[config.mk]
export PLATFORM = sky130hd
export DESIGN_NAME = mmio_io_responder_flat
export DESIGN_NICKNAME = d
export VERILOG_FILES = /design/src/rtl/mmio_io_responder_pkg.sv /design/src/rtl/mmio_io_responder_if.sv /design/src/rtl/mmio_io_responder_rx_fifo.sv /design/src/rtl/mmio_io_responder.sv /design/src/flat_wrapper.sv
export SDC_FILE = /design/constraint.sdc
export NUM_CORES = 1
export LEC_CHECK = 0
export ABC_AREA = 1
export CAP_MARGIN = 20
export CORE_UTILIZATION = 53
export DETAILED_ROUTE_END_ITERATION = 7
export GPL_ROUTABILITY_DRIVEN = 0
export PLACE_DENSITY = 0.77
export SLEW_MARGIN = 20
export SYNTH_ARGS = -nofsm -noshare
export SYNTH_HDL_FRONTEND = slang
export SYNTH_SLANG_ARGS = --single-unit
[constraint.sdc]
create_clock -name i_clk -period 2.4 [get_ports i_clk]
set_input_delay 0.24 -clock i_clk [delete_from_list [all_inputs] [get_ports i_clk]]
set_output_delay 0.24 -clock i_clk [all_outputs]
set_load 0.005 [all_outputs]
[src/rtl/mmio_io_responder_pkg.sv]
// Shared register-map offsets and decode helper for the MMIO I/O responder.
package mmio_io_responder_pkg;

    localparam logic [31:0] IO_BASE_DEFAULT = 32'h8000_0000;

    localparam logic [7:0] IO_UART_CTRL = 8'h00;
    localparam logic [7:0] IO_UART_RX   = 8'h04;
    localparam logic [7:0] IO_UART_TX   = 8'h08;
    localparam logic [7:0] IO_CYCLE_CNT = 8'h10;
    localparam logic [7:0] IO_INST_CNT  = 8'h14;
    localparam logic [7:0] IO_CNT_RST   = 8'h18;

    typedef enum logic [2:0] {
        REG_NONE,
        REG_STATUS,
        REG_RX,
        REG_TX,
        REG_CYC,
        REG_INST,
        REG_CNT_RST
    } io_reg_e;

    function automatic io_reg_e decode_reg(input logic [7:0] off);
        case (off)
            IO_UART_CTRL: return REG_STATUS;
            IO_UART_RX:   return REG_RX;
            IO_UART_TX:   return REG_TX;
            IO_CYCLE_CNT: return REG_CYC;
            IO_INST_CNT:  return REG_INST;
            IO_CNT_RST:   return REG_CNT_RST;
            default:      return REG_NONE;
        endcase
    endfunction

endpackage

[src/rtl/mmio_io_responder_if.sv]
// CPU load/store port into the IO window; master = core side, slave = responder.
interface mmio_io_responder_if;
    logic [31:0] io_addr;
    logic [31:0] io_wdata;
    logic [3:0]  io_we;
    logic        io_re;
    logic [31:0] io_rdata;

    modport master (output io_addr, io_wdata, io_we, io_re, input io_rdata);
    modport slave  (input io_addr, io_wdata, io_we, io_re, output io_rdata);
endinterface

[src/rtl/mmio_io_responder_rx_fifo.sv]
// Circular RX byte FIFO; only built when MMIO_RX_FIFO_EN is defined.
`ifdef MMIO_RX_FIFO_EN
module mmio_rx_fifo #(
    parameter int DEPTH = 8,
    parameter int WIDTH = 8
) (
    input  logic             i_clk,
    input  logic             i_rst_n,
    input  logic             i_push,
    input  logic [WIDTH-1:0] i_data,
    input  logic             i_pop,
    output logic             o_full,
    output logic             o_empty,
    output logic [WIDTH-1:0] o_head
);
    localparam int AW = $clog2(DEPTH);

    logic [WIDTH-1:0] r_mem [DEPTH];
    // Extra pointer bit distinguishes full from empty when the indices match.
    logic [AW:0]      r_wr_ptr;
    logic [AW:0]      r_rd_ptr;
    logic             w_do_push;
    logic             w_do_pop;

    assign o_empty   = (r_wr_ptr == r_rd_ptr);
    assign o_full    = (r_wr_ptr[AW] != r_rd_ptr[AW]) &&
                       (r_wr_ptr[AW-1:0] == r_rd_ptr[AW-1:0]);
    assign o_head    = r_mem[r_rd_ptr[AW-1:0]];
    assign w_do_push = i_push && !o_full;
    assign w_do_pop  = i_pop && !o_empty;

    always_ff @(posedge i_clk or negedge i_rst_n) begin
        if (!i_rst_n) begin
            r_wr_ptr <= '0;
            r_rd_ptr <= '0;
        end else begin
            if (w_do_push) r_wr_ptr <= r_wr_ptr + 1'b1;
            if (w_do_pop)  r_rd_ptr <= r_rd_ptr + 1'b1;
        end
    end

    always_ff @(posedge i_clk) begin
        if (w_do_push) r_mem[r_wr_ptr[AW-1:0]] <= i_data;
    end
endmodule
`endif

[src/rtl/mmio_io_responder.sv]
// MMIO responder: UART status/RX/TX and cycle/instret counters behind a 1-cycle read port.
// Define MMIO_RX_FIFO_EN for an RX_FIFO_DEPTH-entry RX FIFO; otherwise a one-byte holding register.
module mmio_io_responder
    import mmio_io_responder_pkg::*;
#(
    parameter logic [31:0] IO_BASE       = IO_BASE_DEFAULT,
    parameter int          RX_FIFO_DEPTH = 8
) (
    input  logic                 i_clk,
    input  logic                 i_rst_n,
    mmio_io_responder_if.slave   s_bus,
    input  logic                 i_inst_retire,
    input  logic [7:0]           i_uart_rx_data,
    input  logic                 i_uart_rx_valid,
    output logic                 o_uart_rx_ready,
    output logic [7:0]           o_uart_tx_data,
    output logic                 o_uart_tx_valid,
    input  logic                 i_uart_tx_ready
);
    io_reg_e     w_reg;
    logic        w_hit;
    logic        w_store;
    logic        w_tx_push;
    logic        w_cnt_clr;
    logic        w_rx_push;
    logic        w_rx_pop;
    logic        w_rx_full;
    logic        w_rx_empty;
    logic [7:0]  w_rx_head;
    logic [31:0] w_rdata;
    logic        w_unused;

    logic        r_tx_valid;
    logic [7:0]  r_tx_data;
    logic [31:0] r_cyc_cnt;
    logic [31:0] r_inst_cnt;
    logic [31:0] r_rdata;

    assign w_hit     = (s_bus.io_addr[31:8] == IO_BASE[31:8]);
    assign w_reg     = w_hit ? decode_reg(s_bus.io_addr[7:0]) : REG_NONE;
    assign w_store   = |s_bus.io_we;
    // A store while a byte is still pending is dropped; software polls tx_ready first.
    assign w_tx_push = w_store && (w_reg == REG_TX) && !r_tx_valid;
    assign w_cnt_clr = w_store && (w_reg == REG_CNT_RST);
    assign w_rx_push = i_uart_rx_valid && !w_rx_full;
    assign w_rx_pop  = s_bus.io_re && (w_reg == REG_RX) && !w_rx_empty;
    assign w_unused  = ^s_bus.io_wdata[31:8];

    assign o_uart_rx_ready = !w_rx_full;
    assign o_uart_tx_valid = r_tx_valid;
    assign o_uart_tx_data  = r_tx_data;
    assign s_bus.io_rdata  = r_rdata;

`ifdef MMIO_RX_FIFO_EN
    mmio_rx_fifo #(
        .DEPTH (RX_FIFO_DEPTH),
        .WIDTH (8)
    ) u_rx_fifo (
        .i_clk   (i_clk),
        .i_rst_n (i_rst_n),
        .i_push  (w_rx_push),
        .i_data  (i_uart_rx_data),
        .i_pop   (w_rx_pop),
        .o_full  (w_rx_full),
        .o_empty (w_rx_empty),
        .o_head  (w_rx_head)
    );
`else
    localparam int unused_rx_depth = RX_FIFO_DEPTH;
    logic       r_rx_full;
    logic [7:0] r_rx_byte;

    // Push and pop are exclusive here: push needs empty, pop needs full.
    always_ff @(posedge i_clk or negedge i_rst_n) begin
        if (!i_rst_n) begin
            r_rx_full <= 1'b0;
            r_rx_byte <= 8'h00;
        end else if (w_rx_pop) begin
            r_rx_full <= 1'b0;
        end else if (w_rx_push) begin
            r_rx_full <= 1'b1;
            r_rx_byte <= i_uart_rx_data;
        end
    end

    assign w_rx_full  = r_rx_full;
    assign w_rx_empty = !r_rx_full;
    assign w_rx_head  = r_rx_byte;
`endif

    // Read mux sees pre-edge state, so a same-cycle store does not affect the returned value.
    always_comb begin
        w_rdata = 32'h0;
        case (w_reg)
            REG_STATUS: w_rdata = {30'h0, !w_rx_empty, !r_tx_valid};
            REG_RX:     w_rdata = w_rx_empty ? 32'h0 : {24'h0, w_rx_head};
            REG_CYC:    w_rdata = r_cyc_cnt;
            REG_INST:   w_rdata = r_inst_cnt;
            default:    w_rdata = 32'h0;
        endcase
    end

    always_ff @(posedge i_clk or negedge i_rst_n) begin
        if (!i_rst_n) begin
            r_rdata <= 32'h0;
        end else if (s_bus.io_re) begin
            r_rdata <= w_rdata;
        end
    end

    always_ff @(posedge i_clk or negedge i_rst_n) begin
        if (!i_rst_n) begin
            r_tx_valid <= 1'b0;
            r_tx_data  <= 8'h00;
        end else if (r_tx_valid && i_uart_tx_ready) begin
            r_tx_valid <= 1'b0;
        end else if (w_tx_push) begin
            r_tx_valid <= 1'b1;
            r_tx_data  <= s_bus.io_wdata[7:0];
        end
    end

    always_ff @(posedge i_clk or negedge i_rst_n) begin
        if (!i_rst_n) begin
            r_cyc_cnt  <= 32'h0;
            r_inst_cnt <= 32'h0;
        end else if (w_cnt_clr) begin
            r_cyc_cnt  <= 32'h0;
            r_inst_cnt <= 32'h0;
        end else begin
            r_cyc_cnt  <= r_cyc_cnt + 32'h1;
            r_inst_cnt <= r_inst_cnt + {31'h0, i_inst_retire};
        end
    end
endmodule

[src/flat_wrapper.sv]
// flat-port wrapper written by rule: the top's interface ports become plain ports
module mmio_io_responder_flat import mmio_io_responder_pkg::*;
#(
    parameter logic [31:0] IO_BASE       = IO_BASE_DEFAULT,
    parameter int          RX_FIFO_DEPTH = 8
)
  (i_clk, i_rst_n, i_inst_retire, i_uart_rx_data, i_uart_rx_valid, o_uart_rx_ready, o_uart_tx_data, o_uart_tx_valid, i_uart_tx_ready, s_bus_io_addr, s_bus_io_wdata, s_bus_io_we, s_bus_io_re, s_bus_io_rdata);
  mmio_io_responder_if s_bus_i ();
  input  logic i_clk;
  input  logic i_rst_n;
  input  logic i_inst_retire;
  input  logic [7:0] i_uart_rx_data;
  input  logic i_uart_rx_valid;
  output logic o_uart_rx_ready;
  output logic [7:0] o_uart_tx_data;
  output logic o_uart_tx_valid;
  input  logic i_uart_tx_ready;
  input wire logic [$bits(s_bus_i.io_addr)-1:0] s_bus_io_addr;
  input wire logic [$bits(s_bus_i.io_wdata)-1:0] s_bus_io_wdata;
  input wire logic [$bits(s_bus_i.io_we)-1:0] s_bus_io_we;
  input wire logic [$bits(s_bus_i.io_re)-1:0] s_bus_io_re;
  output wire logic [$bits(s_bus_i.io_rdata)-1:0] s_bus_io_rdata;
  assign s_bus_i.io_addr = s_bus_io_addr;
  assign s_bus_i.io_wdata = s_bus_io_wdata;
  assign s_bus_i.io_we = s_bus_io_we;
  assign s_bus_i.io_re = s_bus_io_re;
  assign s_bus_io_rdata = s_bus_i.io_rdata;
  mmio_io_responder #(.IO_BASE(IO_BASE), .RX_FIFO_DEPTH(RX_FIFO_DEPTH)) u_core (.i_clk(i_clk), .i_rst_n(i_rst_n), .s_bus(s_bus_i), .i_inst_retire(i_inst_retire), .i_uart_rx_data(i_uart_rx_data), .i_uart_rx_valid(i_uart_rx_valid), .o_uart_rx_ready(o_uart_rx_ready), .o_uart_tx_data(o_uart_tx_data), .o_uart_tx_valid(o_uart_tx_valid), .i_uart_tx_ready(i_uart_tx_ready));
endmodule
==> impl_metrics.yaml, run 1 <==
clocking:
  clock-sinks: 114
  clk_path_buf_depth: 2
  root_buffer: "clkbuf_16"
  cts_tree: "built"
  htreeDepth: 4
  clock_latency_ns: 0.42
  cts-buffers-inserted: 17
  post_cts_buffers: 0
  path_clk_slew_ns: 0.06
  cts_resized: 0
  postCtsHoldBufs: 1
die:
  io_pins: 124
  die-area_mm2: 0.0125
  die_w_um: 112
  start_util_pct: 55.2
  rows: 39
  core-area_mm2: 0.0116
  die_h_um: 112
synthesis:
  synthAdderAreaFrac_pct: 0.588
  synth_compound_area_share_pct: 4.35
  synthXorXnorAreaFrac_pct: 4.39
  synth_top_family_by_area: "simple AND/OR/NAND/NOR gates"
  synth.top_cell.area_share_pct: 44.7
  synth_top_area_cell: "dfrtp_1"
  synthesis.nets: 945
  synthesis.area_mm2: 0.00639
  synth-simple-area-share_pct: 34.8
  yosysSeqAreaShare_pct: 44.7
  ys_warn_count: 0
  synth_cells: 860
  synth.area.top_cells: "dfrtp_1 45%, nand2_1 13%, inv_1 7.6%"
  synth.avg_cell_area_um2: 7.43
  ys_seq_elements: 114
  yosysUniqueCellTypes: 37
  synth.area.mux_share_pct: 1.41
cells_and_area:
  final_cell_mix: "217 x nand2_1, 129 x inv_1, 119 x nor2_1"
  areaGrowthSynthToFinish_pct: 28.5
  multi_input_area_mm2: 0.00291
  seqCellArea_mm2: 0.00285
  fin_nets: 1063
  fin_area_mm2: 0.00821
  antenna_cells: 0
  final_common_cell: "nand2_1"
  fill_cells: 919
  finish.utilization_pct: 71.0
  drive_gt1_share_pct: 7.87
outcome:
  violations: "design-rule violations"
  status: "complete, but fails checks"
timing:
  finalSetupViolations: 0
  finalCriticalPeriod_ns: 2.07
  finalHoldViolCount: 0
  drv_slew: 0
  fin_setup_tns_ns: 0
  max_freq_mhz: 483
  post-route-period-util_pct: 86.3
  rsz0062_at_grt: "false"
  fin_worst_skew_ns: 0.00664
  hold_ws_ns: 0.369
  worstMarginPinSlew_ns: 0.978
  relSlewSlack_pct: 34.4
place:
  dpl.hpwl_um: 12000
  dpl-instance-area_mm2: 0.00763
  port_buffers: 99
drt:
  drc: 13
  highest_layer: "met4"
  vias_per_cell: 5.36
  wl_met2_um: 7780
  wl_met1_um: 7390
  vias: 6083
  finalWirelength_um: 16700
  drt-initial-drc-count: 592
  dr.pass1.iters: 8
  wl_per_cell_um: 14.8
  dr_wl_met3_um: 1300
  ant_nets: 0
global_route:
  overflow: 0
  grt_pass1_vias: 5808
  grt_usage_pct: 28.8
  grt_max_degree: 58
  antenna_found_initial: 0
  grt_pass1_wl_um: 28100
power:
  finalPower_uw: 5400
  p_per_area_mw_per_mm2: 657
  leakagePower_uw: 0.00414
  peakVddDrop_mv: 0.487
critical_path:
  cp-start-kind: "register"
  path_max_fanout: 5
  reg2regPathDepth: 9
  crit_required_ns: 2.70
  cp_data_arrival_time_ns: 2.37
  path_class: "reg -> reg"
  end_kind: "register"
hold_path:
  min-delay-path-class: "in -> reg"
  hold_path_depth: 3
job:
  max-cap-violations: 0
## registers in the layout, indices dropped and copies added (netlist names)
name	cells
u_core.r_cyc_cnt	32
u_core.s_bus.io_rdata	32
u_core.r_rx_byte	8
u_core.r_rx_full	1
u_core.r_inst_cnt	32
u_core.o_uart_tx_valid	1
u_core.o_uart_tx_data	8
## power by group
part           switching [uW]  internal [uW]
Combinational             464            286
Clock                     921           1520
Sequential                171           2040
## cells in the mapped netlist, drive strengths merged
library cell,n
nand2,219
inv,133
nor2,123
dfrtp,114
nand3,84
xor2,31
o21ai,29
nand4,28
nor3,28
buf,14
nor4,12
o22ai,12
mux2,8
clkbuf,7
ha,3
o211ai,3
a21oi,2
nand3b,2
nor3b,2
o21bai,2
a31oi,1
and2b,1
clkinv,1
xnor2,1
## layer usage
metal	track usage, %	up-vias
met3	5.23	26
met5	0	-
met4	10.0	0
met2	46.0	246
met1	39.4	2832
li1	-	2979
## kinds of logic (layout without fill, tap and decap cells)
group	Yosys count	after routing
buffers and inverters	155	286
flip-flops	114	114
XOR/XNOR	32	32
adder cells (fa/ha/maj)	3	3
AO/OA/AOI/OAI	49	49
multiplexers	8	8
AND/OR/NAND/NOR	499	499
## final cells by class
| type | count | share of cell area, % |
|---|---|---|
| multi-input cells | 591 | 35.4 |
| well taps | 143 | 2.18 |
| clock buffers | 18 | 5.23 |
| repair buffers | 120 | 14.6 |
| inverters | 134 | 6.14 |
| flip-flops and latches | 114 | 34.7 |
| clock inverters | 14 | 1.69 |
## path summary, 6_finish.rpt
path,end,startpoint,slack [ns]
setup / recovery,u_core.r_inst_cnt[20],u_core.r_inst_cnt[0],0.33
hold / removal,u_core.o_uart_tx_data[4],s_bus_io_wdata[4],0.37
setup reg to reg,u_core.r_inst_cnt[20],u_core.r_inst_cnt[0],0.33
hold reg to reg,u_core.s_bus.io_rdata[17],u_core.s_bus.io_rdata[17],0.47
max in group asynchronous,u_core.r_inst_cnt[9],i_rst_n,1.30
min in group asynchronous,u_core.o_uart_tx_data[5],i_rst_n,0.42
## critical path: stages, from the launching register on
cell	delay, ns
dfrtp_1	0.38
ha_1	0.20
ha_1	0.20
nand2_1	0.06
inv_1	0.11
nand2_1	0.13
nor4_1	0.47
nand3_1	0.15
xor2_1	0.17
nor2_1	0.06
## metrics by stage
| stage | worst slack, ns | std cells |
|---|---|---|
| floorplan | 0.705 | 860 |
| global placement | 0.127 | 1101 |
| detailed placement | 0.0842 | 1101 |
| CTS | 0.368 | 1134 |
| global route | 0.151 | 1134 |
| finish | 0.329 | 1134 |
No activity file was read; power rests on OpenSTA's default activity.
==> run 2, diff against run 1 <==
--- a/config.mk
+++ b/config.mk
@@ -11,6 +11,7 @@
 export DETAILED_ROUTE_END_ITERATION = 7
 export GPL_ROUTABILITY_DRIVEN = 0
 export PLACE_DENSITY = 0.77
+export SETUP_SLACK_MARGIN = 0.3
 export SLEW_MARGIN = 20
 export SYNTH_ARGS = -nofsm -noshare
 export SYNTH_HDL_FRONTEND = slang
==> run 2 against run 1 <==
Against the previous run: the run still ends with design-rule violations left; combinational power increased by 1%; global-route usage unchanged; worst hold slack got worse by 0.0020 ns; first-iteration DRC count grew 2.9%; sequential share of layout area decreased by 0.13 points; setup slack gained 0.10 ns; clock-buffer cell count is the same; maximum frequency grew 5.3%; power rose by 0.35%; non-clock buffer count unchanged; final area up 0.37%; clock skew is 0.00065 ns higher; critical endpoint is now u_core.r_inst_cnt[12]; largest cell class unchanged.
==> impl_metrics.yaml, run 2 (synthesis results as in run 1) <==
drt:
  vias_per_cell: 5.39
  ant_nets: 0
  dr.pass1.iters: 7
  vias: 6116
  finalWirelength_um: 16800
  drc: 13
  wl_per_cell_um: 14.8
  drt-initial-drc-count: 609
critical_path:
  path_class: "reg -> reg"
  cp-start-kind: "register"
  reg2reg_to: "u_core.r_inst_cnt[12]"
  end_kind: "register"
  r2r_slack_ns: 0.43
  max_stage_delay_ns: 0.38
  reg2regPathDepth: 9
  cp_data_arrival_time_ns: 2.27
  path_max_fanout: 5
  cp_slowest_cell: "dfrtp_1"
  path_cells: "ha_1, ha_1, nand2_1, inv_1, nand2_1, nor4_1, buf_4, xor2_1, nor2_1"
  crit_required_ns: 2.70
  r2r-start: "u_core.r_inst_cnt[0]"
global_route:
  grt_max_degree: 58
  grt_pass1_vias: 5808
  overflow: 0
  antenna_found_initial: 0
  grt_pass1_wl_um: 28100
  grt_usage_pct: 28.8
power:
  peakVddDrop_mv: 0.488
  leakagePower_uw: 0.00416
  p_per_area_mw_per_mm2: 657
  finalPower_uw: 5420
timing:
  drv_slew: 0
  post-route-period-util_pct: 81.9
  finalSetupViolations: 0
  postLayoutSetupSlackWorst_ns: 0.433
  relSlewSlack_pct: 34.5
  fin_setup_tns_ns: 0
  hold_ws_ns: 0.367
  finalCriticalPeriod_ns: 1.97
  finalHoldViolCount: 0
  rsz0062_at_grt: "true"
  max_freq_mhz: 509
  worstMarginPinSlew_ns: 0.976
  fin_worst_skew_ns: 0.00729
hold_path:
  hold_end: "u_core.o_uart_tx_data[4]"
  hold_start: "s_bus_io_wdata[4]"
  min-delay-path-class: "in -> reg"
  hold_path_depth: 3
die:
  core-area_mm2: 0.0116
  die-area_mm2: 0.0125
  die_w_um: 112
  rows: 39
  io_pins: 124
  die_h_um: 112
  start_util_pct: 55.2
cells_and_area:
  final_common_cell: "nand2_1"
  fin_nets: 1063
  antenna_cells: 0
  drive_gt1_share_pct: 8.58
  final_cell_mix: "216 x nand2_1, 129 x inv_1, 115 x nor2_1"
  fin_area_mm2: 0.00824
  areaGrowthSynthToFinish_pct: 29.0
place:
  dpl-instance-area_mm2: 0.00763
  dpl.hpwl_um: 12000
  place_ws_ns: 0.0842
  port_buffers: 99
clocking:
  path_clk_slew_ns: 0.06
  clock_latency_ns: 0.42
  post_cts_buffers: 0
  clk_path_buf_depth: 2
  cts_tree: "built"
  clock-sinks: 114
  cts-buffers-inserted: 17
  root_buffer: "clkbuf_16"
  htreeDepth: 4
outcome:
  status: "complete, but fails checks"
  violations: "design-rule violations"
job:
  max-cap-violations: 0
[run 2: worst max-delay path by stage]
stage                              start               endpoint  slack, ns  cells past startpoint
detailed placement         i_inst_retire  u_core.r_inst_cnt[24]       0.08                     10
global placement           i_inst_retire  u_core.r_inst_cnt[24]       0.13                     10
floorplan           u_core.r_inst_cnt[0]  u_core.r_inst_cnt[28]       0.71                      9
CTS                 u_core.r_inst_cnt[0]  u_core.r_inst_cnt[20]       0.37                      9
global route        u_core.r_inst_cnt[0]  u_core.r_inst_cnt[28]       0.27                     11
finish              u_core.r_inst_cnt[0]  u_core.r_inst_cnt[12]       0.43                      9
[run 2: cell type report]
| class | instances | area [um2] |
|---|---|---|
| Timing Repair Buffer | 120 | 1200 |
| Clock buffer | 18 | 429 |
| Multi-Input combinational cell | 591 | 2940 |
| Tap cell | 143 | 179 |
| Fill cell | 917 | 3320 |
| Inverter | 134 | 504 |
| Sequential cell | 114 | 2850 |
| Clock inverter | 14 | 139 |
[run 2: timing repair]
| action | 4_1_cts | 5_1_grt |
|---|---|---|
| resized for setup | 0 | 8 |
| hold buffers | 1 | 0 |
| endpoints found under the hold margin | 54 | 0 |
| endpoints found under the setup margin | 0 | 10 |
[run 2: stage by stage]
| stage | utilization, % | std cells |
|---|---|---|
| 6_report | 71.3 | 1134 |
| 4_1_cts | 71.0 | 1134 |
| 5_1_grt | 71.3 | 1134 |
| 3_3_place_gp | 66.0 | 1101 |
| 3_5_place_dp | 66.0 | 1101 |
| 2_1_floorplan | - | 860 |
[run 2: routing by layer]
layer,vias up,track usage [%],routed length (um),share of wire (%)
met2,238,46.0,7890,47
met1,2879,39.4,7320,43
met5,-,0,0,0
li1,2971,-,-,-
met4,0,10.0,275,1.6
met3,28,5.23,1350,8.0
[run 2: worst max-delay path, delay by kind of cell (launching register included)]
family / cells / cell delay (ns)
XOR/XNOR: 1 / 0.16
adder cells (fa/ha/maj): 2 / 0.40
buffers and inverters: 2 / 0.30
flip-flops: 1 / 0.38
AND/OR/NAND/NOR: 4 / 0.59
[run 2: power breakdown]
group	internal, uW	switching [uW]
registers	2040	175
logic	286	471
clock network	1510	929
==> run 3, diff against run 2 <==
--- a/config.mk
+++ b/config.mk
@@ -7,10 +7,10 @@
 export LEC_CHECK = 0
 export ABC_AREA = 1
 export CAP_MARGIN = 20
-export CORE_UTILIZATION = 53
+export CORE_UTILIZATION = 47
 export DETAILED_ROUTE_END_ITERATION = 7
 export GPL_ROUTABILITY_DRIVEN = 0
-export PLACE_DENSITY = 0.77
+export PLACE_DENSITY = 0.72
 export SETUP_SLACK_MARGIN = 0.3
 export SLEW_MARGIN = 20
 export SYNTH_ARGS = -nofsm -noshare
==> constraint.sdc (replaced) <==
create_clock -name i_clk -period 1.7 [get_ports i_clk]
set_input_delay 0.17 -clock i_clk [delete_from_list [all_inputs] [get_ports i_clk]]
set_output_delay 0.17 -clock i_clk [all_outputs]
set_load 0.005 [all_outputs]
==> run 3 against run 2 <==
Against the previous run: the run ends with negative setup slack left; worst hold slack got worse by 0.072 ns; clock power grew 42%; sequential power rose by 42%; clock skew rose by 0.0044 ns; utilization increased by 9.0 points; setup slack worse by 0.62 ns; sequential share of layout area fell by 7.7 points; clock-buffer cell count up 7; via count is 27% higher; combinational power rose to 2.9 times the previous value; critical path type unchanged.
==> impl_metrics.yaml, run 3 (synthesis results as in run 1) <==
power:
  p_per_area_mw_per_mm2: 829
  leakagePower_uw: 0.00556
  finalPower_uw: 8820
  peakVddDrop_mv: 1.07
cells_and_area:
  fin_area_mm2: 0.0106
  finish.utilization_pct: 80.3
  fill_cells: 709
  final_cell_mix: "177 x nand2_1, 118 x buf_4, 111 x inv_1"
  final_common_cell: "nand2_1"
  antenna_cells: 0
  instances_no_fill: 1320
  drive_gt1_share_pct: 39.2
  areaGrowthSynthToFinish_pct: 66.5
  fin_nets: 1218
drt:
  vias_per_cell: 5.90
  wl_per_cell_um: 20.5
  drc: 0
  ant_nets: 0
  dr.pass1.iters: 7
  vias: 7790
  drt-initial-drc-count: 1138
  finalWirelength_um: 27000
critical_path:
  path_max_fanout: 6
  crit_required_ns: 2.04
  path_class: "reg -> reg"
  reg2regPathDepth: 7
  cp-start-kind: "register"
  cp_data_arrival_time_ns: 2.23
  end_kind: "register"
timing:
  worstMarginPinSlew_ns: 0.513
  post-route-period-util_pct: 111
  finalCriticalPeriod_ns: 1.89
  relSlewSlack_pct: 65.7
  fin_worst_skew_ns: 0.0117
  postLayoutSetupSlackWorst_ns: -0.186
  rsz0062_at_grt: "true"
  finalSetupViolations: 21
  finalHoldViolCount: 0
  drv_slew: 0
  max_freq_mhz: 530
clocking:
  clock-sinks: 114
  path_clk_slew_ns: 0.05
  htreeDepth: 4
  cts-buffers-inserted: 17
  cts_tree: "built"
  root_buffer: "clkbuf_16"
  clk_path_buf_depth: 2
  clock_latency_ns: 0.43
global_route:
  grt_max_degree: 77
  grt_pass1_vias: 6994
  grt_usage_pct: 31.3
  grt_pass1_wl_um: 34300
  overflow: 0
  antenna_found_initial: 0
hold_path:
  min-delay-path-class: "in -> reg"
  hold_path_depth: 3
die:
  die-area_mm2: 0.0141
  die_h_um: 119
  start_util_pct: 48.2
  core-area_mm2: 0.0132
  io_pins: 124
  rows: 42
  die_w_um: 119
place:
  port_buffers: 99
  place_ws_ns: -0.419
  dp.cells: 1195
  dpl.hpwl_um: 13400
  dpl-instance-area_mm2: 0.00834
outcome:
  violations: "negative setup slack"
  status: "complete, but fails checks"
job:
  max-cap-violations: 0
==> run 3: changes by cell type in the layout (fill, tap and decap cells not counted), moves of 24 or more <==
cell / delta
clkdlybuf4s50_1: -74
buf_6: +41
nand2_1: -39
dlygate4sd2_1: +41
nand3_2: +36
nand2_2: +29
nor2_1: -33
nand3_1: -46
nor2_4: +24
buf_4: +101
==> run 3: area by class of cell <==
cell class / instances / area [um2] / area share, %
Multi-Input combinational cell: 591 / 3910 / 36.8
Sequential cell: 114 / 2860 / 26.9
Timing Repair Buffer: 275 / 2530 / 23.8
Inverter: 134 / 541 / 5.08
Clock buffer: 25 / 515 / 4.85
Tap cell: 176 / 220 / 2.07
Clock inverter: 5 / 50.0 / 0.471
==> run 3: per-stage QoR <==
stage	TNS [ns]	hold WS [ns]
3_5_place_dp	-34.62	0.231
2_1_floorplan	0	-0.126
3_3_place_gp	-31.50	0.231
5_1_grt	-3.30	0.311
4_1_cts	-0.0148	0.290
6_report	-1.43	0.295
==> run 3: timing repair <==
action / CTS / global route
gates cloned: 4 / 2
setup buffers: 52 / 36
pin swaps: 93 / 114
hold endpoints to repair: 114 / 0
resized for setup: 230 / 200
hold buffers: 1 / 0
endpoints found under the setup margin: 156 / 106
==> run 3: metal layers <==
layer / track usage [%] / wire length (um) / up-vias
met1: 38.9 / 9590 / 3692
li1: - / - / 3281
met2: 50.9 / 12600 / 600
met5: 0 / 0 / -
met4: 14.2 / 1830 / 0
met3: 8.35 / 2940 / 217
==> run 3: worst max-delay path, cell delays in order, from the launching register on <==
cell and delay [ns]:
dfrtp_1 0.52, nand2_1 0.13, nor3_1 0.37, inv_1 0.11, nor2_1 0.18, nand4_1 0.16
xor2_1 0.18, nor2_1 0.16
==> run 3: path summary, 6_finish.rpt <==
kind / from / endpoint / slack (ns)
max: u_core.r_cyc_cnt[18] / u_core.r_cyc_cnt[26] / -0.19
max reg2reg: u_core.r_cyc_cnt[18] / u_core.r_cyc_cnt[26] / -0.19
min in group asynchronous: i_rst_n / u_core.r_cyc_cnt[27] / 0.32
min: s_bus_io_wdata[7] / u_core.o_uart_tx_data[7] / 0.30
min reg2reg: u_core.s_bus.io_rdata[31] / u_core.s_bus.io_rdata[31] / 0.46
max in group asynchronous: i_rst_n / u_core.r_rx_full / 0.95
==> run 3: power breakdown <==
part | internal [uW] | switching (uW)
logic | 948 | 1250
clock network | 2210 | 1250
registers | 2890 | 268
